$ cat src/rtl/cpu_ctrl_pkg.sv
// rtl/cpu_ctrl_pkg.sv - shared encodings for the multi-cycle CPU control path
package cpu_ctrl_pkg;

  localparam int OPW    = 6;
  localparam int ALUOPW = 3;

  localparam logic [5:0] OP_R    = 6'b000000;
  localparam logic [5:0] OP_LW   = 6'b100011;
  localparam logic [5:0] OP_SW   = 6'b101011;
  localparam logic [5:0] OP_BEQ  = 6'b000100;
  localparam logic [5:0] OP_BNE  = 6'b000101;
  localparam logic [5:0] OP_J    = 6'b000010;
  localparam logic [5:0] OP_ADDI = 6'b001000;
  localparam logic [5:0] OP_SLTI = 6'b001010;
  localparam logic [5:0] OP_ANDI = 6'b001100;
  localparam logic [5:0] OP_ORI  = 6'b001101;
  localparam logic [5:0] OP_XORI = 6'b001110;

  typedef enum logic [3:0] {
    S_FETCH    = 4'd0,
    S_DECODE   = 4'd1,
    S_MEM_ADDR = 4'd2,
    S_MEM_RD   = 4'd3,
    S_MEM_WB   = 4'd4,
    S_MEM_WR   = 4'd5,
    S_R_EX     = 4'd6,
    S_R_WB     = 4'd7,
    S_BRANCH   = 4'd8,
    S_JUMP     = 4'd9,
    S_I_EX     = 4'd10,
    S_I_WB     = 4'd11
  } state_e;

  // Shared with the ALU control stage; 111 defers to the funct field.
  localparam logic [2:0] ALU_ADD   = 3'b000;
  localparam logic [2:0] ALU_SUB   = 3'b001;
  localparam logic [2:0] ALU_AND   = 3'b010;
  localparam logic [2:0] ALU_OR    = 3'b011;
  localparam logic [2:0] ALU_XOR   = 3'b100;
  localparam logic [2:0] ALU_SLT   = 3'b110;
  localparam logic [2:0] ALU_RTYPE = 3'b111;

  localparam logic [1:0] SRCB_B     = 2'b00;
  localparam logic [1:0] SRCB_FOUR  = 2'b01;
  localparam logic [1:0] SRCB_IMM   = 2'b10;
  localparam logic [1:0] SRCB_BROFF = 2'b11;

  localparam logic [1:0] PCSRC_ALU    = 2'b00;
  localparam logic [1:0] PCSRC_ALUOUT = 2'b01;
  localparam logic [1:0] PCSRC_JUMP   = 2'b10;

  typedef enum logic [2:0] {
    CLS_ILL = 3'd0,
    CLS_R   = 3'd1,
    CLS_LW  = 3'd2,
    CLS_SW  = 3'd3,
    CLS_BR  = 3'd4,
    CLS_J   = 3'd5,
    CLS_I   = 3'd6
  } instr_cls_e;

endpackage

$ cat src/rtl/ctrl_opcode_decoder.sv
// rtl/ctrl_opcode_decoder.sv - opcode to instruction class and I-type ALU controls
module ctrl_opcode_decoder
  import cpu_ctrl_pkg::*;
(
  input  logic [5:0]  i_op,
  output instr_cls_e  o_cls,
  output logic [2:0]  o_i_alu_op,
  output logic        o_ext_sel,
  output logic        o_is_bne
);

  always_comb begin
    o_cls      = CLS_ILL;
    o_i_alu_op = ALU_ADD;
    o_ext_sel  = 1'b0;
    o_is_bne   = 1'b0;
    case (i_op)
      OP_R:    o_cls = CLS_R;
      OP_LW:   o_cls = CLS_LW;
      OP_SW:   o_cls = CLS_SW;
      OP_BEQ:  o_cls = CLS_BR;
      OP_BNE: begin
        o_cls    = CLS_BR;
        o_is_bne = 1'b1;
      end
      OP_J:    o_cls = CLS_J;
      OP_ADDI: o_cls = CLS_I;
      OP_SLTI: begin
        o_cls      = CLS_I;
        o_i_alu_op = ALU_SLT;
      end
      // Logical immediates are zero-extended, arithmetic ones sign-extended.
      OP_ANDI: begin
        o_cls      = CLS_I;
        o_i_alu_op = ALU_AND;
        o_ext_sel  = 1'b1;
      end
      OP_ORI: begin
        o_cls      = CLS_I;
        o_i_alu_op = ALU_OR;
        o_ext_sel  = 1'b1;
      end
      OP_XORI: begin
        o_cls      = CLS_I;
        o_i_alu_op = ALU_XOR;
        o_ext_sel  = 1'b1;
      end
      default: o_cls = CLS_ILL;
    endcase
  end

endmodule

$ cat src/rtl/multi_cycle_ctrl_fsm.sv
// rtl/multi_cycle_ctrl_fsm.sv - multi-cycle CPU main control state machine
module multi_cycle_ctrl_fsm
  import cpu_ctrl_pkg::*;
#(
  parameter int OPW    = cpu_ctrl_pkg::OPW,
  parameter int ALUOPW = cpu_ctrl_pkg::ALUOPW
) (
  input  logic              clk,
  input  logic              rst_n,
  input  logic [OPW-1:0]    opcode,
  input  logic              zero,
  input  logic              mem_ready,
  output logic              pc_write,
  output logic              iord,
  output logic              mem_read,
  output logic              mem_write,
  output logic              ir_write,
  output logic              mem_to_reg,
  output logic              reg_dst,
  output logic              reg_write,
  output logic              alu_src_a,
  output logic [1:0]        alu_src_b,
  output logic              ext_sel,
  output logic [1:0]        pc_source,
  output logic [ALUOPW-1:0] alu_op,
  output logic              instr_done,
  output logic              illegal_op,
  output logic [3:0]        state
);

  state_e           r_state;
  logic [OPW-1:0]   r_op_q;

  logic [OPW-1:0]   w_op;
  instr_cls_e       w_cls;
  logic [2:0]       w_i_alu_op;
  logic             w_i_ext_sel;
  logic             w_is_bne;

  logic             w_pc_write, w_mem_read, w_mem_write, w_ir_write;
  logic             w_reg_write, w_instr_done, w_illegal_op;

  // DECODE sees the live IR; every later state works from the latched copy.
  assign w_op = (r_state == S_DECODE) ? opcode : r_op_q;

  ctrl_opcode_decoder u_dec (
    .i_op       (w_op),
    .o_cls      (w_cls),
    .o_i_alu_op (w_i_alu_op),
    .o_ext_sel  (w_i_ext_sel),
    .o_is_bne   (w_is_bne)
  );

  always_ff @(posedge clk or negedge rst_n) begin
    if (!rst_n) begin
      r_state <= S_FETCH;
      r_op_q  <= '0;
    end else begin
      case (r_state)
        S_FETCH: if (mem_ready) r_state <= S_DECODE;
        S_DECODE: begin
          r_op_q <= opcode;
          case (w_cls)
            CLS_LW, CLS_SW: r_state <= S_MEM_ADDR;
            CLS_R:          r_state <= S_R_EX;
            CLS_BR:         r_state <= S_BRANCH;
            CLS_J:          r_state <= S_JUMP;
            CLS_I:          r_state <= S_I_EX;
            default:        r_state <= S_FETCH;
          endcase
        end
        S_MEM_ADDR: r_state <= (w_cls == CLS_LW) ? S_MEM_RD : S_MEM_WR;
        S_MEM_RD:   if (mem_ready) r_state <= S_MEM_WB;
        S_MEM_WR:   if (mem_ready) r_state <= S_FETCH;
        S_R_EX:     r_state <= S_R_WB;
        S_I_EX:     r_state <= S_I_WB;
        default:    r_state <= S_FETCH;
      endcase
    end
  end

  always_comb begin
    w_pc_write   = 1'b0;
    w_mem_read   = 1'b0;
    w_mem_write  = 1'b0;
    w_ir_write   = 1'b0;
    w_reg_write  = 1'b0;
    w_instr_done = 1'b0;
    w_illegal_op = 1'b0;
    iord         = 1'b0;
    mem_to_reg   = 1'b0;
    reg_dst      = 1'b0;
    alu_src_a    = 1'b0;
    alu_src_b    = SRCB_B;
    ext_sel      = 1'b0;
    pc_source    = PCSRC_ALU;
    alu_op       = ALU_ADD;
    case (r_state)
      S_FETCH: begin
        w_mem_read = 1'b1;
        alu_src_b  = SRCB_FOUR;
        w_ir_write = mem_ready;
        w_pc_write = mem_ready;
      end
      S_DECODE: begin
        alu_src_b    = SRCB_BROFF;
        w_illegal_op = (w_cls == CLS_ILL);
      end
      S_MEM_ADDR: begin
        alu_src_a = 1'b1;
        alu_src_b = SRCB_IMM;
      end
      S_MEM_RD: begin
        w_mem_read = 1'b1;
        iord       = 1'b1;
      end
      S_MEM_WB: begin
        w_reg_write  = 1'b1;
        mem_to_reg   = 1'b1;
        w_instr_done = 1'b1;
      end
      S_MEM_WR: begin
        w_mem_write  = 1'b1;
        iord         = 1'b1;
        w_instr_done = mem_ready;
      end
      S_R_EX: begin
        alu_src_a = 1'b1;
        alu_op    = ALU_RTYPE;
      end
      S_R_WB: begin
        w_reg_write  = 1'b1;
        reg_dst      = 1'b1;
        w_instr_done = 1'b1;
      end
      S_BRANCH: begin
        alu_src_a    = 1'b1;
        alu_op       = ALU_SUB;
        pc_source    = PCSRC_ALUOUT;
        w_pc_write   = w_is_bne ? ~zero : zero;
        w_instr_done = 1'b1;
      end
      S_JUMP: begin
        pc_source    = PCSRC_JUMP;
        w_pc_write   = 1'b1;
        w_instr_done = 1'b1;
      end
      S_I_EX: begin
        alu_src_a = 1'b1;
        alu_src_b = SRCB_IMM;
        alu_op    = w_i_alu_op;
        ext_sel   = w_i_ext_sel;
      end
      S_I_WB: begin
        w_reg_write  = 1'b1;
        w_instr_done = 1'b1;
      end
      default: ;
    endcase
  end

  // Reset forces FETCH asynchronously, so only the enables need masking here.
  assign pc_write   = w_pc_write   & rst_n;
  assign mem_read   = w_mem_read   & rst_n;
  assign mem_write  = w_mem_write  & rst_n;
  assign ir_write   = w_ir_write   & rst_n;
  assign reg_write  = w_reg_write  & rst_n;
  assign instr_done = w_instr_done & rst_n;
  assign illegal_op = w_illegal_op & rst_n;
  assign state      = r_state;

endmodule

$ cat config.mk
export PLATFORM = sky130hd
export DESIGN_NAME = multi_cycle_ctrl_fsm
export DESIGN_NICKNAME = d
export VERILOG_FILES = /design/src/rtl/cpu_ctrl_pkg.sv /design/src/rtl/ctrl_opcode_decoder.sv /design/src/rtl/multi_cycle_ctrl_fsm.sv
export SDC_FILE = /design/constraint.sdc
export NUM_CORES = 1
export LEC_CHECK = 0
export ABC_AREA = 1
export CORE_ASPECT_RATIO = 0.8
export CORE_UTILIZATION = 30
export DETAILED_ROUTE_END_ITERATION = 6
export SLEW_MARGIN = 20
export SYNTH_ARGS = -nofsm -noshare
export SYNTH_HDL_FRONTEND = slang
export SYNTH_SLANG_ARGS = --single-unit
$ cat constraint.sdc
create_clock -name clk -period 2.28 [get_ports clk]
set_input_delay 0.342 -clock clk [delete_from_list [all_inputs] [get_ports clk]]
set_output_delay 0.342 -clock clk [all_outputs]
set_load 0.05 [all_outputs]
Word-level counts from Yosys, hierarchy flattened
Cells that the tools add are included.
{"block": "op_classes", "eq_ne": 30, "muxes": 27, "bitwise_logic": 8, "reduce_logical": 14}
{"cell": "6-bit by 4-bit == test with 1-bit output, second input constant", "count": 5}
{"cell": "4-bit one-hot mux with 7 select lines", "count": 1}
{"cell": "4-bit one-hot mux with 5 select lines", "count": 1}
{"cell": "3-bit one-hot mux with 6 select lines", "count": 1}
{"cell": "4-bit by 3-bit == test with 1-bit output, second input constant", "count": 4}
{"cell": "4-bit == test, second input constant", "count": 4}
{"cell": "1-bit two-way mux", "count": 13}
{"cell": "6-bit by 3-bit == test with 1-bit output, second input constant", "count": 2}
{"cell": "6-bit == test, second input constant", "count": 2}
{"cell": "4-bit two-way mux", "count": 3}
{"cell": "3-bit one-hot mux with 4 select lines", "count": 1}
{"cell": "2-bit OR reduction", "count": 5}
{"cell": "5-bit OR reduction", "count": 2}
{"cell": "3-bit == test, second input constant", "count": 3}
{"cell": "3-bit one-hot mux with 3 select lines", "count": 1}
{"cell": "4-bit by 2-bit == test with 1-bit output, second input constant", "count": 2}
{"cell": "1-bit bitwise AND", "count": 7}
{"cell": "3-bit by 2-bit == test with 1-bit output, second input constant", "count": 2}
{"cell": "6-bit by 2-bit == test with 1-bit output, second input constant", "count": 1}
{"cell": "6-bit logical NOT", "count": 1}
{"cell": "6-bit two-way mux", "count": 1}
{"cell": "2-bit inequality test, second input constant", "count": 3}
{"cell": "2-bit one-hot mux with 3 select lines", "count": 1}
{"cell": "3-bit OR reduction", "count": 2}
{"cell": "other kinds (11)", "count": 11}
{"block": "totals", "register_bits": 10, "inputBits": 10, "output_inout_bits": 23, "elab_cells": 81}

Logic depth before layout (Yosys ltp)
{"block": "depth", "ltp_word": 9, "ltp_mapped": 13, "depth_no_buf": 13}

Hierarchy
From an unflattened synthesis, not the netlist that was laid out.
{"block": "unflattened", "cells_unflattened": 162, "hier_area_um2": 950.9}
{"mod": "multi_cycle_ctrl_fsm", "n_inst": 1, "cells_per_inst": 126, "area_per_inst_um2": 770.7, "seq_area_each_um2": 250.2}
{"mod": "ctrl_opcode_decoder", "n_inst": 1, "cells_per_inst": 36, "area_per_inst_um2": 180.2, "seq_area_each_um2": 0.0}

Worst setup path before layout
OpenSTA, ideal clock, no wires.
{"block": "synth_path", "path_kind": "register -> output", "startpoint": "reg r_state[0] (netlist: state[0])", "endpoint": "out alu_op[0]", "arrival_time_ps": 2630, "t_required_ps": 1938, "setup_slack_ps": -692, "path_stages_with_launch": 10, "path_buffers": 1, "path_cell_list": "dfrtp_1 inv_2 nor2_4 nand2_4 buf_6 nand2_2 nand2_4 nor2_2 nand3_1 o21ai_0"}
{"block": "synth_between", "elab_chain_len": 5, "word_cells_on_any_way": 11, "cone_classes": "8 x eq/ne; 3 x mux"}
{"element": "start, declared", "line_no": "multi_cycle_ctrl_fsm.sv:31", "source": "state_e r_state;"}
{"element": "start signal, assigned", "line_no": "multi_cycle_ctrl_fsm.sv:72", "source": "S_MEM_ADDR: r_state <= (w_cls == CLS_LW) ? S_MEM_RD : S_MEM_WR;"}
{"element": "4-bit by 1-bit == test with 1-bit output", "line_no": "multi_cycle_ctrl_fsm.sv:44", "source": "assign w_op = (r_state == S_DECODE) ? opcode : r_op_q;"}
{"element": "6-bit two-way mux"}
{"element": "6-bit by 4-bit == test with 1-bit output", "line_no": "ctrl_opcode_decoder.sv:17", "source": "case (i_op)"}
{"element": "3-bit one-hot mux with 4 select lines", "line_no": "ctrl_opcode_decoder.sv:17"}
{"element": "3-bit one-hot mux with 3 select lines (*)", "line_no": "multi_cycle_ctrl_fsm.sv:98", "source": "case (r_state)"}
{"element": "end, declared", "line_no": "multi_cycle_ctrl_fsm.sv:25", "source": "output logic [ALUOPW-1:0] alu_op,"}
Mark *: on every way between the ends. The rest lies on a longest branch, timed or not.

Worst setup path after layout
{"block": "layout_path", "startpoint": "reg r_state[1] (netlist: state[1])", "endpoint": "out illegal_op"}
{"block": "layout_between", "elab_chain_len": 8, "word_cells_on_any_way": 19, "cone_classes": "11 x eq/ne; 3 x mux; 1 x bitwise; 4 x reduce/logical"}
{"element": "4-bit by 1-bit == test with 1-bit output (*)", "line_no": "multi_cycle_ctrl_fsm.sv:44"}
{"element": "6-bit two-way mux (*)"}
{"element": "via u_dec.i_op[1]", "line_no": "ctrl_opcode_decoder.sv:5", "source": "input logic [5:0] i_op,"}
{"element": "6-bit by 4-bit == test with 1-bit output / 6-bit by 3-bit == test with 1-bit output (equally long branches)", "line_no": "ctrl_opcode_decoder.sv:17"}
{"element": "5-bit OR reduction (no source line) / 2-bit OR reduction (equally long branches)"}
{"element": "3-bit one-hot mux with 6 select lines (*)", "line_no": "ctrl_opcode_decoder.sv:17"}
{"element": "3-bit logical NOT (*)", "line_no": "multi_cycle_ctrl_fsm.sv:107", "source": "w_illegal_op = (w_cls == CLS_ILL);"}
{"element": "1-bit two-way mux (*)", "line_no": "multi_cycle_ctrl_fsm.sv:98"}
{"element": "1-bit bitwise AND (*)", "line_no": "multi_cycle_ctrl_fsm.sv:169", "source": "assign illegal_op = w_illegal_op & rst_n;"}
{"element": "end, declared", "line_no": "multi_cycle_ctrl_fsm.sv:27", "source": "output logic illegal_op,"}
Mark *: on every way through the listed nets, which the timed path passes. The rest lies on a longest branch.

==> results.json <==
{
  "synth_compound_area_share_pct": 9.88,
  "clock-skew-final_ns": 0.00125,
  "overflow": 0,
  "critPathMaxFanout": 5,
  "wl_per_cell_um": 14.6,
  "drtIter0Drc": 54,
  "syn_area_sq_um": 1040,
  "rows": 18,
  "die_w_um": 67.8,
  "grt_max_degree": 11,
  "track_usage_pct": 21.5,
  "ys_seq_elements": 10,
  "die_h_um": 54.6,
  "synthSimpleGateAreaFrac_pct": 55.2,
  "p_per_area_nw_per_um2": 1740,
  "ant_nets": 0,
  "cts_sinks": 10,
  "nNetsFinal": 242,
  "power_leakage_nw": 0.952,
  "placed_cells": 239,
  "crit_type": "register to output port",
  "hold_viol": 0,
  "status": "finished with violations",
  "use_met1_pct": 30.3,
  "core_sq_um": 3200,
  "grt_pass1_wl_um": 5670,
  "syn_nets": 175,
  "syn_avg_cell_area_sq_um": 6.29,
  "yosysTopAreaCell": "dfrtp_1",
  "fin_crit_sh_pct": 108,
  "layout-drive-gt1-share_pct": 51.5,
  "synth.top_cell.area_share_pct": 24.1,
  "worst_pin_slew_ns": 0.517,
  "ctsRootBufferMaster": "clkbuf_8",
  "drt-total-wl_um": 3970,
  "vias": 1363,
  "hold_buffers": 0,
  "cp.required_ns": 1.94,
  "grt_pass1_vias": 1197,
  "grtUsageMet2_pct": 33.2,
  "min_period_ns": 2.46,
  "dr.pass1.iters": 4,
  "violations": "negative setup slack",
  "path_clk_slew_ns": 0.05,
  "drv_cap": 0,
  "fin_ws_ns": -0.181,
  "port_buffers": 32,
  "vdd_drop_max_mv": 0.960,
  "synth_fa_ha_area_share_pct": 0,
  "dp_hpwl_um": 2400,
  "syn_to_final_growth_pct": 96.0,
  "synthMuxAreaShare_pct": 0,
  "power_mw": 3.54,
  "num_antenna_cells": 0,
  "crit_arrival_ns": 2.12,
  "worstSkewPairLatency_ns": 0.24,
  "syn-instance-count": 165,
  "synth.distinct_cells": 22,
  "via_per_inst": 5.03,
  "grt_use_met3_pct": 4.58,
  "drc": 0,
  "start_util_pct": 32.5,
  "final_cell_mix": "buf_4 (30), nand2_1 (25), inv_1 (23)",
  "rsz0062_at_grt": "true",
  "gp_congestion": 0.910,
  "synthTopCellsByArea": "dfrtp_1 (24%), nand2_1 (13%), nor2_1 (9.0%), inv_1 (8.7%), nand3_1 (7.7%)",
  "ys_seq_area_share_pct": 24.1,
  "top_usage_layer": "met2",
  "min_path_type": "register to register",
  "synth_top_family_by_area": "simple AND/OR/NAND/NOR gates",
  "instances_no_fill": 271,
  "slew_violations": 0,
  "critPathLaunchType": "register",
  "rrSetupSlack_ns": 0.40,
  "yosys.area_share.xor_xnor_pct": 0,
  "yosysWarnings": 0,
  "cts_buffer_depth": 2,
  "final_common_cell": "buf_4",
  "ctsHtreeMaxLevel": 1,
  "ios": 33,
  "end_kind": "output port",
  "setup_viol_count_final": 6,
  "slew_headroom_pct": 65.4,
  "cts_made_buffers": 3,
  "max_freq_mhz": 406,
  "die_area_sq_um": 3700,
  "cts_tree": "yes",
  "antenna_found_initial": 0
}
## area by class of cell
type | instances | area, sq um
multi-input combinational | 128 | 887
timing repair buffer | 62 | 684
clock buffer | 4 | 55.1
tap | 40 | 50.0
sequential | 10 | 255
fill | 268 | 1160
inverter | 27 | 104
## Yosys cell counts (all sizes together)
cell    count
a21oi       4
a31o        1
a31oi       1
buf         1
dfrtp      10
inv        27
nand2      51
nand3      18
nand3b      1
nand4       4
nor2       37
o21ai       9
o21bai      1
## power by group
group          leakage, nW  switching, mW  total (mW)  internal [mW]
clock               0.0288         0.0715       0.223          0.152
sequential           0.121         0.0655       0.328          0.262
combinational        0.802           1.80        2.99           1.19
## flip-flops by register name (all words and copies together), names as in the netlist
register,count
r_op_q,6
state,4
## worst paths after layout
kind,start,end,depth (start not counted)
worst max register to register,state[1],state[2],13
max in group asynchronous,rst_n,state[1],2
worst max-delay path,state[1],illegal_op,13
worst min register to register,r_op_q[1],r_op_q[1],2
worst min-delay path,r_op_q[1],r_op_q[1],2
min in group asynchronous,rst_n,state[2],2
## worst max-delay path: stages (launching register included)
cell	delay, ns
dfrtp_2	0.44
nor2_4	0.22
buf_12	0.14
nand2_8	0.06
nand2_2	0.08
nand2_4	0.08
nand2_1	0.12
nor2_4	0.06
nand2_1	0.11
nand2_2	0.10
nor2_4	0.15
nand2_2	0.07
nor2_4	0.10
buf_12	0.14
## metrics by stage
| step | setup slack (ns) | hold slack (ns) | util [%] | instance area (sq um) | TNS [ns] |
|---|---|---|---|---|---|
| after floorplan | 0.00876 | 0.0464 | - | 1100 | 0 |
| after global placement | 0.0693 | 0.498 | 49.6 | 1590 | 0 |
| after detailed placement | 0.0485 | 0.515 | 49.6 | 1590 | 0 |
| after CTS | -0.0733 | 0.526 | 56.2 | 1800 | -0.134 |
| after global routing | -0.259 | 0.578 | 63.7 | 2040 | -1.23 |
| final | -0.181 | 0.538 | 63.7 | 2040 | -0.713 |
## what timing repair did
action	CTS	global route
pin swaps	8	22
resized for setup	13	28
buffers inserted	13	14
endpoints found under the setup margin	5	9
gates cloned	0	1
## cell families after synthesis
kind of cell / Yosys count
simple gates: 111
buf+inv: 28
compound gates: 16
flops: 10
## routing by layer
layer / vias up / share of wire (%)
li1: 650 / -
met1: 644 / 44
met2: 61 / 47
met3: 8 / 6.8
met4: 0 / 2.0
met5: - / 0
Power figures use the tool's default switching activity.
